===== config.mk =====
export PLATFORM = sky130hd
export DESIGN_NAME = dmem_arbiter
export DESIGN_NICKNAME = d
export VERILOG_FILES = /design/src/rtl/dmem_arbiter.sv
export SDC_FILE = /design/constraint.sdc
export NUM_CORES = 1
export LEC_CHECK = 0
export ABC_AREA = 0
export CAP_MARGIN = 20
export CORE_MARGIN = 1
export CORE_UTILIZATION = 40
export CTS_CLUSTER_SIZE = 20
export DETAILED_ROUTE_END_ITERATION = 12
export GPL_TIMING_DRIVEN = 1
export PLACE_DENSITY = 0.76
export SLEW_MARGIN = 20
export SYNTH_ARGS = -nofsm -noshare
export SYNTH_HDL_FRONTEND = slang
export SYNTH_SLANG_ARGS = --single-unit

===== constraint.sdc =====
create_clock -name clk -period 2.5 [get_ports clk]
set_input_delay 0.625 -clock clk [delete_from_list [all_inputs] [get_ports clk]]
set_output_delay 0.625 -clock clk [all_outputs]
set_load 0.05 [all_outputs]

===== src/rtl/dmem_arbiter.sv =====
// Two-port round-robin arbiter onto a byte-wide data memory.
// Each accepted request runs 1, 2 or 4 byte beats and then one response cycle.
module dmem_arbiter #(
    parameter int ADDR_W = 5
) (
    input  logic              clk,
    input  logic              reset,
    input  logic              p0_valid,
    input  logic              p0_we,
    input  logic [ADDR_W-1:0] p0_addr,
    input  logic [1:0]        p0_size,
    input  logic [31:0]       p0_wdata,
    output logic              p0_ready,
    output logic              p0_resp,
    output logic [31:0]       p0_rdata,
    output logic              p0_err,
    input  logic              p1_valid,
    input  logic              p1_we,
    input  logic [ADDR_W-1:0] p1_addr,
    input  logic [1:0]        p1_size,
    input  logic [31:0]       p1_wdata,
    output logic              p1_ready,
    output logic              p1_resp,
    output logic [31:0]       p1_rdata,
    output logic              p1_err,
    output logic              mem_we,
    output logic [ADDR_W-1:0] mem_addr,
    output logic [7:0]        mem_wdata,
    input  logic [7:0]        mem_rdata,
    output logic              busy
);

    typedef enum logic [1:0] {IDLE, BEAT, RESP} state_t;

    state_t            state_q;
    logic              owner_q;
    logic              prio_q;
    logic              we_q;
    logic              err_q;
    logic [ADDR_W-1:0] addr_q;
    logic [31:0]       wdata_q;
    logic [31:0]       rdata_q;
    logic [1:0]        beat_q;
    logic [1:0]        last_q;

    logic              gnt0_d;
    logic              gnt1_d;
    logic              sel_we_d;
    logic [ADDR_W-1:0] sel_addr_d;
    logic [1:0]        sel_size_d;
    logic [31:0]       sel_wdata_d;
    logic              in_beat;
    logic              in_resp;

    // prio_q names the port that wins when both request together
    always_comb begin
        gnt0_d = 1'b0;
        gnt1_d = 1'b0;
        if (state_q == IDLE && !reset) begin
            if (p0_valid && (!p1_valid || !prio_q)) begin
                gnt0_d = 1'b1;
            end else if (p1_valid) begin
                gnt1_d = 1'b1;
            end
        end
    end

    assign sel_we_d    = gnt1_d ? p1_we    : p0_we;
    assign sel_addr_d  = gnt1_d ? p1_addr  : p0_addr;
    assign sel_size_d  = gnt1_d ? p1_size  : p0_size;
    assign sel_wdata_d = gnt1_d ? p1_wdata : p0_wdata;

    always_ff @(posedge clk) begin
        if (reset) begin
            state_q <= IDLE;
            owner_q <= 1'b0;
            prio_q  <= 1'b0;
            we_q    <= 1'b0;
            err_q   <= 1'b0;
            addr_q  <= '0;
            wdata_q <= '0;
            rdata_q <= '0;
            beat_q  <= '0;
            last_q  <= '0;
        end else begin
            unique case (state_q)
                IDLE: begin
                    if (gnt0_d || gnt1_d) begin
                        owner_q <= gnt1_d;
                        prio_q  <= gnt0_d;
                        we_q    <= sel_we_d;
                        addr_q  <= sel_addr_d;
                        wdata_q <= sel_wdata_d;
                        rdata_q <= '0;
                        beat_q  <= '0;
                        // last beat index: byte 0, half 1, word 3
                        last_q  <= {sel_size_d[1], |sel_size_d};
                        err_q   <= (sel_size_d == 2'b11);
                        state_q <= (sel_size_d == 2'b11) ? RESP : BEAT;
                    end
                end
                BEAT: begin
                    if (!we_q) begin
                        rdata_q[{beat_q, 3'b000} +: 8] <= mem_rdata;
                    end
                    beat_q <= beat_q + 2'd1;
                    if (beat_q == last_q) begin
                        state_q <= RESP;
                    end
                end
                RESP: state_q <= IDLE;
                default: state_q <= IDLE;
            endcase
        end
    end

    // Gating with reset keeps an aborted beat from writing memory
    assign in_beat = (state_q == BEAT) && !reset;
    assign in_resp = (state_q == RESP) && !reset;

    assign mem_we    = in_beat && we_q;
    assign mem_addr  = in_beat ? addr_q + ADDR_W'(beat_q) : '0;
    assign mem_wdata = in_beat ? wdata_q[{beat_q, 3'b000} +: 8] : '0;
    assign busy      = (state_q != IDLE) && !reset;

    assign p0_ready = gnt0_d;
    assign p1_ready = gnt1_d;
    assign p0_resp  = in_resp && !owner_q;
    assign p1_resp  = in_resp && owner_q;
    assign p0_rdata = p0_resp ? rdata_q : '0;
    assign p1_rdata = p1_resp ? rdata_q : '0;
    assign p0_err   = p0_resp && err_q;
    assign p1_err   = p1_resp && err_q;

endmodule


# Yosys cells after proc, flatten, opt, wreduce, memory -nomap -nowiden
# Index checks and enable logic that the tools add are counted.
classes:
  addsub: 3
  mul: 0
  div_mod_pow: 0
  order_cmp: 0
  n_eq_ne: 7
  shift: 3
  muxes: 23
  n_bitwise: 0
  n_reduce_logical: 24
ops:
  columns: ["cell", "count"]
  rows:
  - ["2-to-1 mux 32 bit", 5]
  - ["case mux 32 bit (2 select lines)", 1]
  - ["bitwise mux 32 bit", 1]
  - ["variable shift 8 x 7 -> 32 bit (first input constant)", 1]
  - ["indexed part select 32 x 6 -> 8 bit", 1]
  - ["indexed part select 8 x 7 -> 32 bit", 1]
  - ["logical AND 1 bit", 10]
  - ["2-to-1 mux 2 bit", 5]
  - ["2-to-1 mux 5 bit", 2]
  - ["2-to-1 mux 8 bit", 1]
  - ["case mux 2 bit (2 select lines)", 2]
  - ["negation 5 -> 7 bit", 1]
  - ["2-to-1 mux 1 bit", 6]
  - ["AND reduction 2 bit", 3]
  - ["adder 5 x 2 -> 5 bit", 1]
  - ["equality test 2 bit (second input constant)", 2]
  - ["zero test 1 bit", 4]
  - ["!= test 2 bit (second input constant)", 2]
  - ["nonzero test 2 bit", 2]
  - ["AND reduction 3 bit", 1]
  - ["adder 2 x 1 -> 2 bit (second input constant)", 1]
  - ["equality test 2 x 1 -> 1 bit (second input constant)", 1]
  - ["equality test 2 bit", 1]
  - ["zero test 2 bit", 1]
  - ["other kinds (3)", 4]
word_totals:
  reg_bits: 79
  latch_bits: 0
  ram_bits: 0
  romBits: 0
  out_inout_bits: 85
  mem_count: 0

# Logic depth before layout (Yosys ltp)
# Gate-level depths: netlist of run 1.
logic_depth:
  ltp_word: 10
  mapped_depth: 7
  ltp_nobuf: 6

# Worst setup path before layout of run 1
# No wires, ideal clock.
synth_path:
  path_kind: "input -> output"
  start: "in reset"
  end: "out p1_rdata[22]"
  arrival_time_ns: 2.381
  slack_ns: -0.506
  stages: 6
  n_path_buf: 3
  path_cell_list: "buf_2 nor2_1 and3_1 clkbuf_1 clkbuf_1 and2_1"
synth_between:
  elab_chain_cells: 4
synth_rtl:
  columns: ["element", "line_no", "rtl"]
  rows:
  - ["from (decl)", "7", "input logic reset,"]
  - ["zero test 1 bit", "119", "assign in_resp = (state_q == RESP) && !reset;"]
  - ["logical AND 1 bit", "119", null]
  - ["logical AND 1 bit", "129", "assign p1_resp = in_resp && owner_q;"]
  - ["named net p1_resp", "23", "output logic p1_resp,"]
  - ["2-to-1 mux 32 bit", "131", "assign p1_rdata = p1_resp ? rdata_q : '0;"]
  - ["to (decl)", "24", "output logic [31:0] p1_rdata,"]
# The timed path passes the listed nets, and every way through them passes these cells.

# Worst setup path in the final report of run 1
layout_path:
  start: "reg beat_q[0]"
  end: "out mem_addr[4]"
layout_between:
  elab_chain_cells: 2
layout_rtl:
  columns: ["element", "line_no", "rtl"]
  rows:
  - ["from (decl)", "43", "logic [1:0] beat_q;"]
  - ["from (signal assigned)", "106", "beat_q <= beat_q + 2'd1;"]
  - ["adder 5 x 2 -> 5 bit", "122", "assign mem_addr = in_beat ? addr_q + ADDR_W'(beat_q) : '0;"]
  - ["2-to-1 mux 5 bit", "122", null]
  - ["to (decl)", "27", "output logic [ADDR_W-1:0] mem_addr,"]
# Every way passes these cells.

==> reports/qor.yml, run 1 <==
outcome: "finished, final reports clean"
ir_drop_mv: 0.366
synth.avg_cell_area_um2: 8.98
r2r-end: "rdata_q[17]"
finalCritPeriodShare_pct: 97.3
design.die.area_mm2: 0.0109
synth_nets: 564
root_buffer: "clkbuf_8"
tns_ps: 0
hold_viol: 0
drc_errors: 0
critPathArrivalTime_ps: 1810
drt_wl_total_um: 14400
grt_pass1_wl_um: 22900
powerDensity_mw_per_mm2: 515
synthArstFlopShare_pct: 0
ys_seq_area_share_pct: 37.9
vias: 4430
final_nets: 743
highest_layer: "met4"
wl_met1_um: 5310
critical_path.endpoint_type: "primary output"
hold_start: "last_q[0]"
holdPathEnd: "last_q[0]"
critPathMaxFanout: 3
start_kind: "flip-flop"
clkLatencyLatePin_ps: 350
cellLeakagePower_nw: 3.13
synth_area_leader_cell: "dfxtp_1"
final_cell_mix: "clkdlybuf4s50_1 (90), buf_12 (89), dfxtp_1 (77), inv_1 (44), a222oi_1 (38)"
r2r_cells: 7
drtIter0Drc: 416
port_buffers: 176
initial_core_util_pct: 41.9
finalHoldWorstSlack_ps: 475
ant_nets: 0
dp_hpwl_um: 10300
diodes: 0
antenna_found_initial: 0
cp.required_ps: 1880
slew_headroom_pct: 59.4
wl_met3_um: 1280
ys_warn_count: 0
dieWidth_um: 104
final_util_pct: 75.8
clk_pin_slew_ps: 80
finClkSkew_ps: 10.3
cap_viol_max_count: 0
gp_congestion: 0.817
place_area_mm2: 0.00705
vias_per_cell: 5.66
drv_slew: 0
cts_num_sinks: 79
synthCells: 465
cts_buffers: 9
synth_edf_count: 0
coreArea_mm2: 0.00995
clk_path_buf_depth: 2
drive_gt1_share_pct: 34.7
period_needed_ps: 2430
final_area_mm2: 0.00755
grt_overflow: 0
ys_ff_latch: 79
cts_hold_buffers: 0
synthFlopType: "dfxtp_1"
tritoncts: "built"
first_pass_iters: 8
whs_path_depth: 2
synth_top_area_share_pct: 37.9
setup_viol: 0
wl_per_cell_um: 18.4
die_h_um: 104
syn_to_final_growth_pct: 80.8
hp-class: "flip-flop to flip-flop"
io_pins: 177
grt_util_all_layers_pct: 26.3
htree_levels: 3
rows: 36
r2r_start: "beat_q[1]"
worst_pin_slew_ps: 610
critical_path_class: "flip-flop to primary output"
grt_max_degree: 41
fmax_mhz: 411
rsz0062_at_grt: "yes"
yosys-top-cells-area: "dfxtp_1 (38%), and2_1 (12%), a222oi_1 (9.1%), mux4_2 (4.3%), a21oi_1 (4.0%)"
final_common_cell: "clkdlybuf4s50_1"
synth_cell_types: 41
regToRegSetupSlack_ps: 410
routed-wl-met2_um: 7430
syn_area_mm2: 0.00418
grt_pass1_vias: 4605
[critical path, cell delays in order, from the launching register on]
cell     delay [ps]
dfxtp_1         340
ha_1            220
fa_2            360
nand3_1         120
xor2_1          190
nor2_2           80
buf_12          150
[flip-flops by register name (all words and copies together), names as in the netlist]
| register | flops |
|---|---|
| addr_q | 5 |
| beat_q | 2 |
| err_q | 1 |
| last_q | 2 |
| owner_q | 1 |
| prio_q | 1 |
| rdata_q | 32 |
| state_q | 2 |
| wdata_q | 32 |
| we_q | 1 |
[where the power goes]
part	leakage [nW]	switching, mW	internal (mW)
Sequential	0.646	0.113	1.39
Combinational	2.35	0.578	0.512
Clock	0.136	0.476	0.819
Total	3.13	1.17	2.72
[area by class of cell]
class,count,area [um^2]
Clock buffer,11,151
Clock inverter,5,128
Fill cell,648,2400
Inverter,44,165
Multi-Input combinational cell,304,2400
Sequential cell,79,1590
Tap cell,133,166
Timing Repair Buffer,206,2950
[metal layers]
metal,GRT usage [%],vias to the layer above
met5,0,-
li1,-,2036
met4,12.4,0
met1,28.1,2086
met3,6.58,32
met2,48.1,276
[how the worst max path moves through the flow]
stage / cells after the start / slack [ps] / endpoint / startpoint
final: 6 / 70 / mem_addr[4] / beat_q[0]
after floorplan: 6 / -30 / p1_rdata[22] / reset
after CTS: 7 / -40 / p0_rdata[3] / reset
after global placement: 7 / -160 / p0_rdata[31] / reset
after detailed placement: 7 / -240 / p0_rdata[0] / reset
after global routing: 6 / -10 / mem_addr[4] / addr_q[0]
[cell usage after synthesis (all sizes together), types with 3 or more instances]
cell type and count:
a21o 4, a21oi 33, a222oi 38, and2 80, and3 3, buf 20
clkbuf 18, dfxtp 79, ha 6, inv 44, mux2i 9, mux4 8
nand2 8, nand2b 14, nand3b 8, nand4 24, nor2 17, nor4 3
o21ai 24, xnor2 4
[logic make-up (layout without fill, tap and decap cells)]
family	count (synthesis)	in the layout	synth area share [%]
buffers and inverters	82	266	8.24
adder cells (fa/ha/maj)	7	7	2.28
XOR/XNOR	5	5	1.05
multiplexers	17	17	6.47
AO/OA/AOI/OAI	108	108	18.6
AND/OR/NAND/NOR	167	167	25.5
flip-flops	79	79	37.9
[stage by stage]
stage	power, mW	std cells	setup slack, ps
6_report	3.89	782	67.1
5_1_grt	4.05	782	-11.5
4_1_cts	3.87	777	-40.3
3_5_place_dp	2.55	758	-243
3_3_place_gp	2.50	758	-158
2_1_floorplan	2.12	465	-29.8
[repair_timing]
item | CTS | global route
endpoints found under the setup margin | 84 | 82
resized for setup | 29 | 12
pin swaps | 3 | 2
hold endpoints to repair | 0 | 0
buffers inserted | 2 | 1
gates cloned | 1 | 4
No activity file was read; power rests on OpenSTA's default activity.
==> run 2: changes to the inputs <==
CORE_ASPECT_RATIO = 0.6   (was unset)
GPL_TIMING_DRIVEN = 0   (was 1)
==> run 2 against run 1 <==
Flip-flop and latch count unchanged. Clock-buffer cell count down 1. Via count down 0.32%. Die area up 0.13%. Combinational power about the same. Global-route usage up 0.98 points. Clock skew down 1.9 ps. Critical path depth up 1. Critical endpoint is now p0_err. Largest power group unchanged. Highest routed layer unchanged.
==> reports/qor.yml, run 2 (same netlist as run 1, synthesis figures left out) <==
outcome: "finished, final reports clean"
vias_per_cell: 5.58
final_nets: 752
setup_slack_ps: 45.7
grt_util_all_layers_pct: 27.3
grt_pass1_vias: 4107
cap_viol_max_count: 0
ant_nets: 0
critPathArrivalTime_ps: 1830
period_needed_ps: 2450
clkLatencyLatePin_ps: 340
finClkSkew_ps: 8.34
antenna_found_initial: 0
critPathMaxFanout: 9
cp.required_ps: 1880
fill_cells: 848
grt_overflow: 0
drc_errors: 0
place_area_mm2: 0.00619
dp_cells: 775
io_pins: 177
dp_hpwl_um: 11300
diodes: 0
final_area_mm2: 0.00641
met2_usage_pct: 40.6
multiInputGateArea_mm2: 0.00237
initial_core_util_pct: 41.8
setup_viol: 0
finalCritPeriodShare_pct: 98.2
drive_gt1_share_pct: 33.2
port_buffers: 175
start_kind: "input port"
ir_drop_mv: 0.380
met3_usage_pct: 5.81
grt_pass1_wl_um: 22500
cts_buffers: 9
final_common_cell: "clkdlybuf4s50_1"
critical_path.endpoint_type: "primary output"
fin_cells: 791
vias: 4416
htree_levels: 3
rsz0062_at_grt: "no"
critical_path_class: "input port to primary output"
tritoncts: "built"
syn_to_final_growth_pct: 53.6
slew_headroom_pct: 58.0
cts_num_sinks: 79
clk_path_buf_depth: 2
register_area_mm2: 0.00159
p_total_mw: 3.76
dieWidth_um: 134
cellLeakagePower_nw: 2.88
drtIter0Drc: 492
final_cell_mix: "clkdlybuf4s50_1 (88), dfxtp_1 (76), buf_4 (74), and2_2 (50), inv_1 (44)"
hold_viol: 0
place_ws_ps: -1130
worst_pin_slew_ps: 630
fmax_mhz: 407
drv_slew: 0
first_pass_iters: 7
drt_wl_total_um: 15000
coreArea_mm2: 0.00998
biggestRegsByFlops: "rdata_q (32), wdata_q (32), addr_q (5)"
rows: 28
grt_max_degree: 18
top_usage_layer: "met2"
design.die.area_mm2: 0.0109
hp-class: "flip-flop to flip-flop"
wl_per_cell_um: 18.9
regToRegSetupSlack_ps: 250
die_h_um: 81.1
final_util_pct: 64.2
clk_pin_slew_ps: 60
met1_usage_pct: 38.8
powerDensity_mw_per_mm2: 586
gp_congestion: 0.855
root_buffer: "clkbuf_16"
-- run 2: repair_timing --
action	CTS	global route
hold buffers	0	0
gates resized for setup	504	24
gates cloned	0	1
buffers inserted	0	4
endpoints found under the setup margin	109	67
pin swaps	0	1
-- run 2: worst paths after layout --
path	start	endpoint	cells after the start
min	wdata_q[21]	wdata_q[21]	2
min reg2reg	wdata_q[21]	wdata_q[21]	2
max	reset	p0_err	7
max reg2reg	beat_q[1]	rdata_q[29]	7
-- run 2: cell type report --
cell class / count / area share (%)
tap: 135 / 2.63
inverter: 44 / 2.57
buffer: 35 / 3.65
sequential: 79 / 24.8
multi-input combinational: 304 / 36.9
timing repair buffer: 180 / 25.4
clock buffer: 10 / 3.73
clock inverter: 4 / 0.371
-- run 2: stage by stage --
stage          hold WS [ps]  setup TNS, ps
2_1_floorplan           427          -29.8
3_3_place_gp            447         -68900
3_5_place_dp            450         -73570
4_1_cts                 471          -12.1
5_1_grt                 482              0
6_report                476              0
-- run 2: critical path, cell delays in order --
cell and delay, ps:
buf_2 180, nor2_4 130, nand2_1 100, nor2_4 120, buf_4 150, and2_1 130, clkdlybuf4s15_2 380
-- run 2: routing by layer --
| layer | wire length (um) | up-vias |
|---|---|---|
| met5 | 0 | - |
| met4 | 246 | 0 |
| met3 | 1420 | 19 |
| met2 | 6400 | 214 |
| met1 | 6910 | 2133 |
| li1 | - | 2050 |
-- run 2: report_power, final --
part	switching, mW	internal, mW
logic	0.596	0.470
registers	0.112	1.39
clock network	0.504	0.684
